--- config.mk ---
export PLATFORM = sky130hd
export DESIGN_NAME = payload_engine_sched
export DESIGN_NICKNAME = d
export VERILOG_FILES = /design/src/rtl/payload_sched_pkg.sv /design/src/rtl/payload_sched_prio_enc.sv /design/src/rtl/payload_engine_sched.sv
export SDC_FILE = /design/constraint.sdc
export NUM_CORES = 1
export LEC_CHECK = 0
export ABC_AREA = 1
export CAP_MARGIN = 20
export CORE_MARGIN = 2
export CORE_UTILIZATION = 48
export CTS_CLUSTER_DIAMETER = 30
export DETAILED_ROUTE_END_ITERATION = 10
export PLACE_DENSITY = 0.85
export SYNTH_ARGS = -nofsm -noshare
export SYNTH_HDL_FRONTEND = slang
export SYNTH_SLANG_ARGS = --single-unit
export TNS_END_PERCENT = 20
--- constraint.sdc ---
create_clock -name clk -period 2.1 [get_ports clk]
set_clock_uncertainty 0.05 [all_clocks]
set_input_delay 0.315 -clock clk [delete_from_list [all_inputs] [get_ports clk]]
set_output_delay 0.315 -clock clk [all_outputs]
set_load 0.02 [all_outputs]
--- src/rtl/payload_sched_pkg.sv ---
// Shared types and helpers for the payload-match engine scheduler.
//   sched_state_t  : scheduler FSM states
//   DRAIN_CNT_W    : width of the post-stream drain counter (DRAIN_CYCLES <= 15)
//   MAX_ENGINES    : widest engine bank the priority helper supports
//   lowest_set_idx : index of the lowest set bit, 0 when no bit is set
package payload_sched_pkg;

  typedef enum logic [2:0] {
    IDLE,
    CLEAR,
    STREAM,
    DRAIN,
    REPORT
  } sched_state_t;

  localparam int DRAIN_CNT_W = 4;
  localparam int MAX_ENGINES = 256;

  // Lowest index wins; bits at or above 'width' are ignored.
  function automatic int lowest_set_idx(input logic [MAX_ENGINES-1:0] vec,
                                        input int                     width);
    int idx;
    bit found;
    idx   = 0;
    found = 1'b0;
    for (int i = 0; i < MAX_ENGINES; i++) begin
      if (!found && (i < width) && vec[i]) begin
        idx   = i;
        found = 1'b1;
      end
    end
    return idx;
  endfunction

endpackage

--- src/rtl/payload_sched_prio_enc.sv ---
// Combinational priority encoder over the engine match vector.
// Ports:
//   match     in  NUM_ENGINES  engine end-state vector
//   first_idx out FIRST_W      lowest set index (0 if none set)
//   any_hit   out 1            OR of all match bits
module payload_sched_prio_enc
  import payload_sched_pkg::*;
#(
  parameter int NUM_ENGINES = 32,
  parameter int FIRST_W     = $clog2(NUM_ENGINES)
) (
  input  logic [NUM_ENGINES-1:0] match,
  output logic [FIRST_W-1:0]     first_idx,
  output logic                   any_hit
);

  logic [MAX_ENGINES-1:0] match_ext;

  always_comb begin
    match_ext                    = '0;
    match_ext[NUM_ENGINES-1:0]   = match;
    first_idx                    = FIRST_W'(lowest_set_idx(match_ext, NUM_ENGINES));
    any_hit                      = |match;
  end

endmodule

--- src/rtl/payload_engine_sched.sv ---
// Scheduler for a bank of payload-match engines. Takes one packet at a time
// over a valid/ready byte stream, clears the engines with a one-cycle sod
// pulse, forwards each accepted byte with a one-cycle enable, waits for the
// engine pipeline to settle, then captures the match vector as a per-packet
// result on a valid/ready output.
// Ports:
//   clk, rst                     clock, synchronous active-high reset
//   s_data/s_valid/s_last/s_ready input byte stream
//   byte_out, en_out, sod_out    shared byte, enable and clear to the engines
//   match_in                     engine end-state vector
//   m_match/m_any/m_first/m_len  captured result fields
//   m_valid/m_ready              result handshake
//   stat_pkts, stat_hits         result counters, only with PAYLOAD_SCHED_STATS_EN
module payload_engine_sched
  import payload_sched_pkg::*;
#(
  parameter int NUM_ENGINES  = 32,
  parameter int DRAIN_CYCLES = 2,
  parameter int LEN_W        = 16
) (
  input  logic                           clk,
  input  logic                           rst,
  input  logic [7:0]                     s_data,
  input  logic                           s_valid,
  input  logic                           s_last,
  output logic                           s_ready,
  output logic [7:0]                     byte_out,
  output logic                           en_out,
  output logic                           sod_out,
  input  logic [NUM_ENGINES-1:0]         match_in,
  output logic [NUM_ENGINES-1:0]         m_match,
  output logic                           m_any,
  output logic [$clog2(NUM_ENGINES)-1:0] m_first,
  output logic [LEN_W-1:0]               m_len,
  output logic                           m_valid,
  input  logic                           m_ready
`ifdef PAYLOAD_SCHED_STATS_EN
  ,
  output logic [31:0]                    stat_pkts,
  output logic [31:0]                    stat_hits
`endif
);

  localparam int FIRST_W = $clog2(NUM_ENGINES);
  localparam logic [DRAIN_CNT_W-1:0] DRAIN_LAST = DRAIN_CNT_W'(DRAIN_CYCLES - 1);

  sched_state_t           state;
  logic [DRAIN_CNT_W-1:0] drain_cnt;
  logic [LEN_W-1:0]       len_cnt;
  logic [FIRST_W-1:0]     enc_first;
  logic                   enc_any;
  logic                   accept;
  logic                   consume;
  logic                   load;

  assign accept  = s_valid && s_ready;
  assign consume = m_valid && m_ready;
  // The result register may be reloaded in the same cycle it is consumed.
  assign load    = (state == REPORT) && (!m_valid || m_ready);

  payload_sched_prio_enc #(
    .NUM_ENGINES (NUM_ENGINES),
    .FIRST_W     (FIRST_W)
  ) u_prio_enc (
    .match     (match_in),
    .first_idx (enc_first),
    .any_hit   (enc_any)
  );

  // Stage p0 -> p1: FSM, engine drive and result capture
  always_ff @(posedge clk) begin
    if (rst) begin
      state     <= IDLE;
      drain_cnt <= '0;
      len_cnt   <= '0;
      s_ready   <= 1'b0;
      byte_out  <= '0;
      en_out    <= 1'b0;
      sod_out   <= 1'b0;
      m_match   <= '0;
      m_any     <= 1'b0;
      m_first   <= '0;
      m_len     <= '0;
      m_valid   <= 1'b0;
    end else begin
      en_out  <= accept;
      sod_out <= 1'b0;
      if (accept) begin
        byte_out <= s_data;
      end

      case (state)
        IDLE: begin
          // The waiting byte is left on the bus until STREAM accepts it.
          if (s_valid) begin
            sod_out <= 1'b1;
            state   <= CLEAR;
          end
        end
        CLEAR: begin
          len_cnt <= '0;
          s_ready <= 1'b1;
          state   <= STREAM;
        end
        STREAM: begin
          if (accept) begin
            if (len_cnt != '1) begin
              len_cnt <= len_cnt + 1'b1;
            end
            if (s_last) begin
              s_ready   <= 1'b0;
              drain_cnt <= '0;
              state     <= DRAIN;
            end
          end
        end
        DRAIN: begin
          // The cycle after the last accept carries the final en_out pulse;
          // DRAIN_CYCLES cycles from there the match vector is stable.
          if (drain_cnt == DRAIN_LAST) begin
            state <= REPORT;
          end else begin
            drain_cnt <= drain_cnt + 1'b1;
          end
        end
        REPORT: begin
          if (load) begin
            state <= IDLE;
          end
        end
        default: state <= IDLE;
      endcase

      if (load) begin
        m_match <= match_in;
        m_any   <= enc_any;
        m_first <= enc_first;
        m_len   <= len_cnt;
        m_valid <= 1'b1;
      end else if (consume) begin
        m_valid <= 1'b0;
      end
    end
  end

`ifdef PAYLOAD_SCHED_STATS_EN
  // Stage p1: result statistics, wrapping counters
  always_ff @(posedge clk) begin
    if (rst) begin
      stat_pkts <= '0;
      stat_hits <= '0;
    end else if (load) begin
      stat_pkts <= stat_pkts + 32'd1;
      if (enc_any) begin
        stat_hits <= stat_hits + 32'd1;
      end
    end
  end
`endif

endmodule

==> impl_results.rst <==
.. list-table::
   :header-rows: 1

   * - Metric
     - Value
   * - Total I/O pin count
     - 111
   * - Number of inserted diodes
     - 0
   * - Die area
     - 9160 um^2
   * - Mapped cell area
     - a little over 4000 um^2
   * - Wire length per cell
     - approximately 14 um
   * - Area growth from synthesis to final layout
     - 39.4%
   * - Flops & latches, synth
     - 89
   * - Via count of the first global-routing pass
     - around 3900
   * - Clock root buffer
     - sky130_fd_sc_hd__clkbuf_8
   * - Number of antenna violations at the first check in global routing
     - 0
   * - Via density
     - ~5.2
   * - Final cell count without fillers
     - between 800 and 900
   * - Required time of the critical path
     - about 2.3 ns
   * - Mapped Cells
     - 558
   * - Setup repair after global routing missed its margin
     - no
   * - Worst-path fanout max
     - 10
   * - Global-route wire length before repair
     - between 15 and 20 mm
   * - Number of buffers inserted during clock tree synthesis
     - 9
   * - Number of clock sinks
     - slightly below 90
   * - GRT Resource Usage Total
     - 0.243
   * - Outcome
     - finished clean
   * - Number of input and output port buffers inserted
     - 110
   * - Overall power consumption
     - between 3 and 4 mW
   * - DRT Wirelength
     - between 10 and 15 mm
   * - Worst slew margin relative to its limit
     - 0.705
   * - Hold-fix buffers, CTS
     - 0
   * - Pin count of the biggest net entering global routing
     - 42
   * - Share of synthesized flip-flops with an asynchronous set or reset
     - 0
   * - H-Tree Depth
     - 3
   * - Placed instance count
     - 786
   * - Arrival time worst endpoint
     - between 2 and 2.5 ns
   * - Syn Nets
     - ~600
   * - Power per standard cell area
     - between 600 and 700 nW/um^2
   * - Std-Cell Core Area
     - just over 8000 um^2
   * - Kind of critical path
     - flop to flop
   * - Post-route minimum period
     - around 1.9 ns
   * - Fill count
     - slightly below 700
   * - Effective utilization at floorplan
     - 0.494
   * - Static leakage power
     - 2.16 nW
   * - Sequential element share of the synthesized area
     - 0.441
   * - Hold Path Class
     - flop to flop
   * - Max-slew violation total from the final report
     - 0
   * - Smallest setup slack after layout
     - between 0.2 and 0.25 ns
   * - Count of max-cap constraint violations
     - 0
   * - Most used DFF post-synth
     - sky130_fd_sc_hd__dfxtp_1
   * - Final number of setup-violating endpoints
     - 0
   * - Detailed Routing Iterations Pass 1
     - 5
   * - GRT Residual Overflow
     - 0
   * - Max clock buf depth
     - 2
   * - Floorplan row count
     - 33
   * - Ratio of cells with drive above 1 in the final layout
     - 0.119
   * - Fin area
     - about 5600 um^2
   * - Clock network latency to the later pin of the worst-skew pair
     - 0.36 ns
   * - Slew at the pin with the worst max-slew slack
     - about 0.44 ns
   * - TritonCTS clock tree
     - built
   * - Placement Setup Slack
     - -0.0892 ns
   * - CTS clock-pin slew for the worst setup and hold paths
     - ~0.09 ns
   * - Number of DRC markers in iteration 0
     - 187
   * - DP Wirelength
     - 8.36 mm
   * - Die extent in y
     - approximately 96 um
   * - Synthesis warning total
     - 0
   * - Placed instance area
     - around 5400 um^2
   * - Maximum achievable frequency
     - around 0.53 GHz
   * - Peak ir drop on the vdd network
     - about 0.33 mV
   * - Count of unresolved DRC violations after routing
     - 0
   * - Critical path capture point type
     - flop
   * - Final GP Congestion
     - roughly 0.9
   * - Unique masters post-synth
     - 39
   * - Syn Area/Cell
     - slightly above 7 um^2
   * - Number of buffers inserted by post-CTS setup repair
     - 0
   * - Final worst path period share
     - 0.900
   * - Setup TNS after final layout
     - 0 ns
   * - Worst Setup Start Kind
     - flop
   * - EDFF count, synth
     - 0
   * - Final core occ
     - 0.689
   * - Fin. Hold Viols
     - 0
   * - Nets@finish
     - 740
   * - Final antenna-violating net count
     - 0
   * - Total number of vias
     - ~4200
   * - Worst Hold Margin
     - around 0.42 ns
   * - Post-cts resize count
     - 0
   * - Width of the chip
     - 95.7 um
-- final timing paths --
kind / from / end / slack [ns] / cells after the start
worst max-delay path: len_cnt[1] / len_cnt[7] / 0.21 / 12
worst min register to register: s_ready / s_ready / 0.42 / 2
worst max register to register: len_cnt[1] / len_cnt[7] / 0.21 / 12
worst min-delay path: s_ready / s_ready / 0.42 / 2
-- state kept, by name (all words and copies together), names as in the netlist --
| name | cells |
|---|---|
| m_any | 1 |
| sod_out | 1 |
| m_len | 16 |
| drain_cnt | 4 |
| state | 3 |
| en_out | 1 |
| len_cnt | 16 |
| s_ready | 1 |
| m_match | 32 |
| m_valid | 1 |
| byte_out | 8 |
| m_first | 5 |
-- cells in the final DEF (no fill, tap or decap), types with 5 or more instances in the layout --
master,Yosys,layout
sky130_fd_sc_hd__a211oi_1,7,7
sky130_fd_sc_hd__a21oi_1,68,68
sky130_fd_sc_hd__buf_4,0,31
sky130_fd_sc_hd__clkbuf_8,0,10
sky130_fd_sc_hd__clkdlybuf4s50_1,0,110
sky130_fd_sc_hd__dfxtp_1,89,88
sky130_fd_sc_hd__inv_1,58,58
sky130_fd_sc_hd__inv_2,6,6
sky130_fd_sc_hd__nand2_1,100,100
sky130_fd_sc_hd__nand2_2,6,6
sky130_fd_sc_hd__nand3_1,16,16
sky130_fd_sc_hd__nand3_2,5,5
sky130_fd_sc_hd__nand4_1,12,12
sky130_fd_sc_hd__nor2_1,67,67
sky130_fd_sc_hd__nor3_1,11,11
sky130_fd_sc_hd__o21ai_0,49,49
-- worst max-delay path, stage by stage (launching register included) --
cell	delay (ns)
sky130_fd_sc_hd__dfxtp_2	0.37
sky130_fd_sc_hd__ha_1	0.18
sky130_fd_sc_hd__nand2_1	0.09
sky130_fd_sc_hd__nor3_2	0.19
sky130_fd_sc_hd__nand2_1	0.13
sky130_fd_sc_hd__nor2_2	0.13
sky130_fd_sc_hd__nand2_2	0.07
sky130_fd_sc_hd__nand2_4	0.12
sky130_fd_sc_hd__inv_4	0.08
sky130_fd_sc_hd__nand4_2	0.10
sky130_fd_sc_hd__nor2_1	0.06
sky130_fd_sc_hd__o21ai_0	0.16
sky130_fd_sc_hd__nor2_1	0.05
-- layout make-up --
class	instances	area, um^2	share of cell area
well taps	105	131	0.0233
multi-input cells	385	1940	0.344
clock buffers	11	141	0.0251
inverters	65	246	0.0438
repair buffers	142	1350	0.240
clock inverters	5	38.8	0.00689
flip-flops and latches	89	1780	0.317
-- power by group --
part	leakage (nW)	switching [mW]	internal (mW)
Sequential	0.719	0.0613	1.77
Combinational	1.37	0.472	0.329
Clock	0.0782	0.628	0.467
Total	2.16	1.16	2.57
-- Yosys cell counts (4+ instances only) --
cell type	instances	area share
sky130_fd_sc_hd__nor2_1	67	0.062
sky130_fd_sc_hd__nor2_4	4	0.011
sky130_fd_sc_hd__a211oi_1	7	0.013
sky130_fd_sc_hd__inv_2	6	0.0056
sky130_fd_sc_hd__o21ai_0	49	0.061
sky130_fd_sc_hd__nor3_1	11	0.014
sky130_fd_sc_hd__nand3_2	5	0.012
sky130_fd_sc_hd__inv_1	58	0.054
sky130_fd_sc_hd__dfxtp_1	89	0.44
sky130_fd_sc_hd__nand2_2	6	0.0093
sky130_fd_sc_hd__nand4_1	12	0.019
sky130_fd_sc_hd__clkbuf_1	17	0.016
sky130_fd_sc_hd__nand2_1	100	0.093
sky130_fd_sc_hd__nor4_1	4	0.0062
sky130_fd_sc_hd__a21oi_1	68	0.084
sky130_fd_sc_hd__nor2_2	4	0.0062
sky130_fd_sc_hd__nand3_1	16	0.020
-- cell families (layout without fill, tap and decap cells) --
kind of cell    count (synthesis)  in the layout  synth area share
xor+xnor                        4              4           0.00868
buf+inv                        84            223            0.0793
compound gates                139            139             0.187
flops                          89             89             0.441
simple gates                  239            239             0.274
fa+ha+maj                       3              3           0.00930
-- per-layer routing --
| layer | vias to the layer above | global-route usage | wire, um |
|---|---|---|---|
| li1 | 2109 | - | - |
| met1 | 1915 | 0.310 | 5070 |
| met2 | 142 | 0.404 | 5230 |
| met3 | 14 | 0.0603 | 703 |
| met4 | 0 | 0.0798 | 142 |
| met5 | - | 0 | 0 |
(Power assumes the default switching activity.)
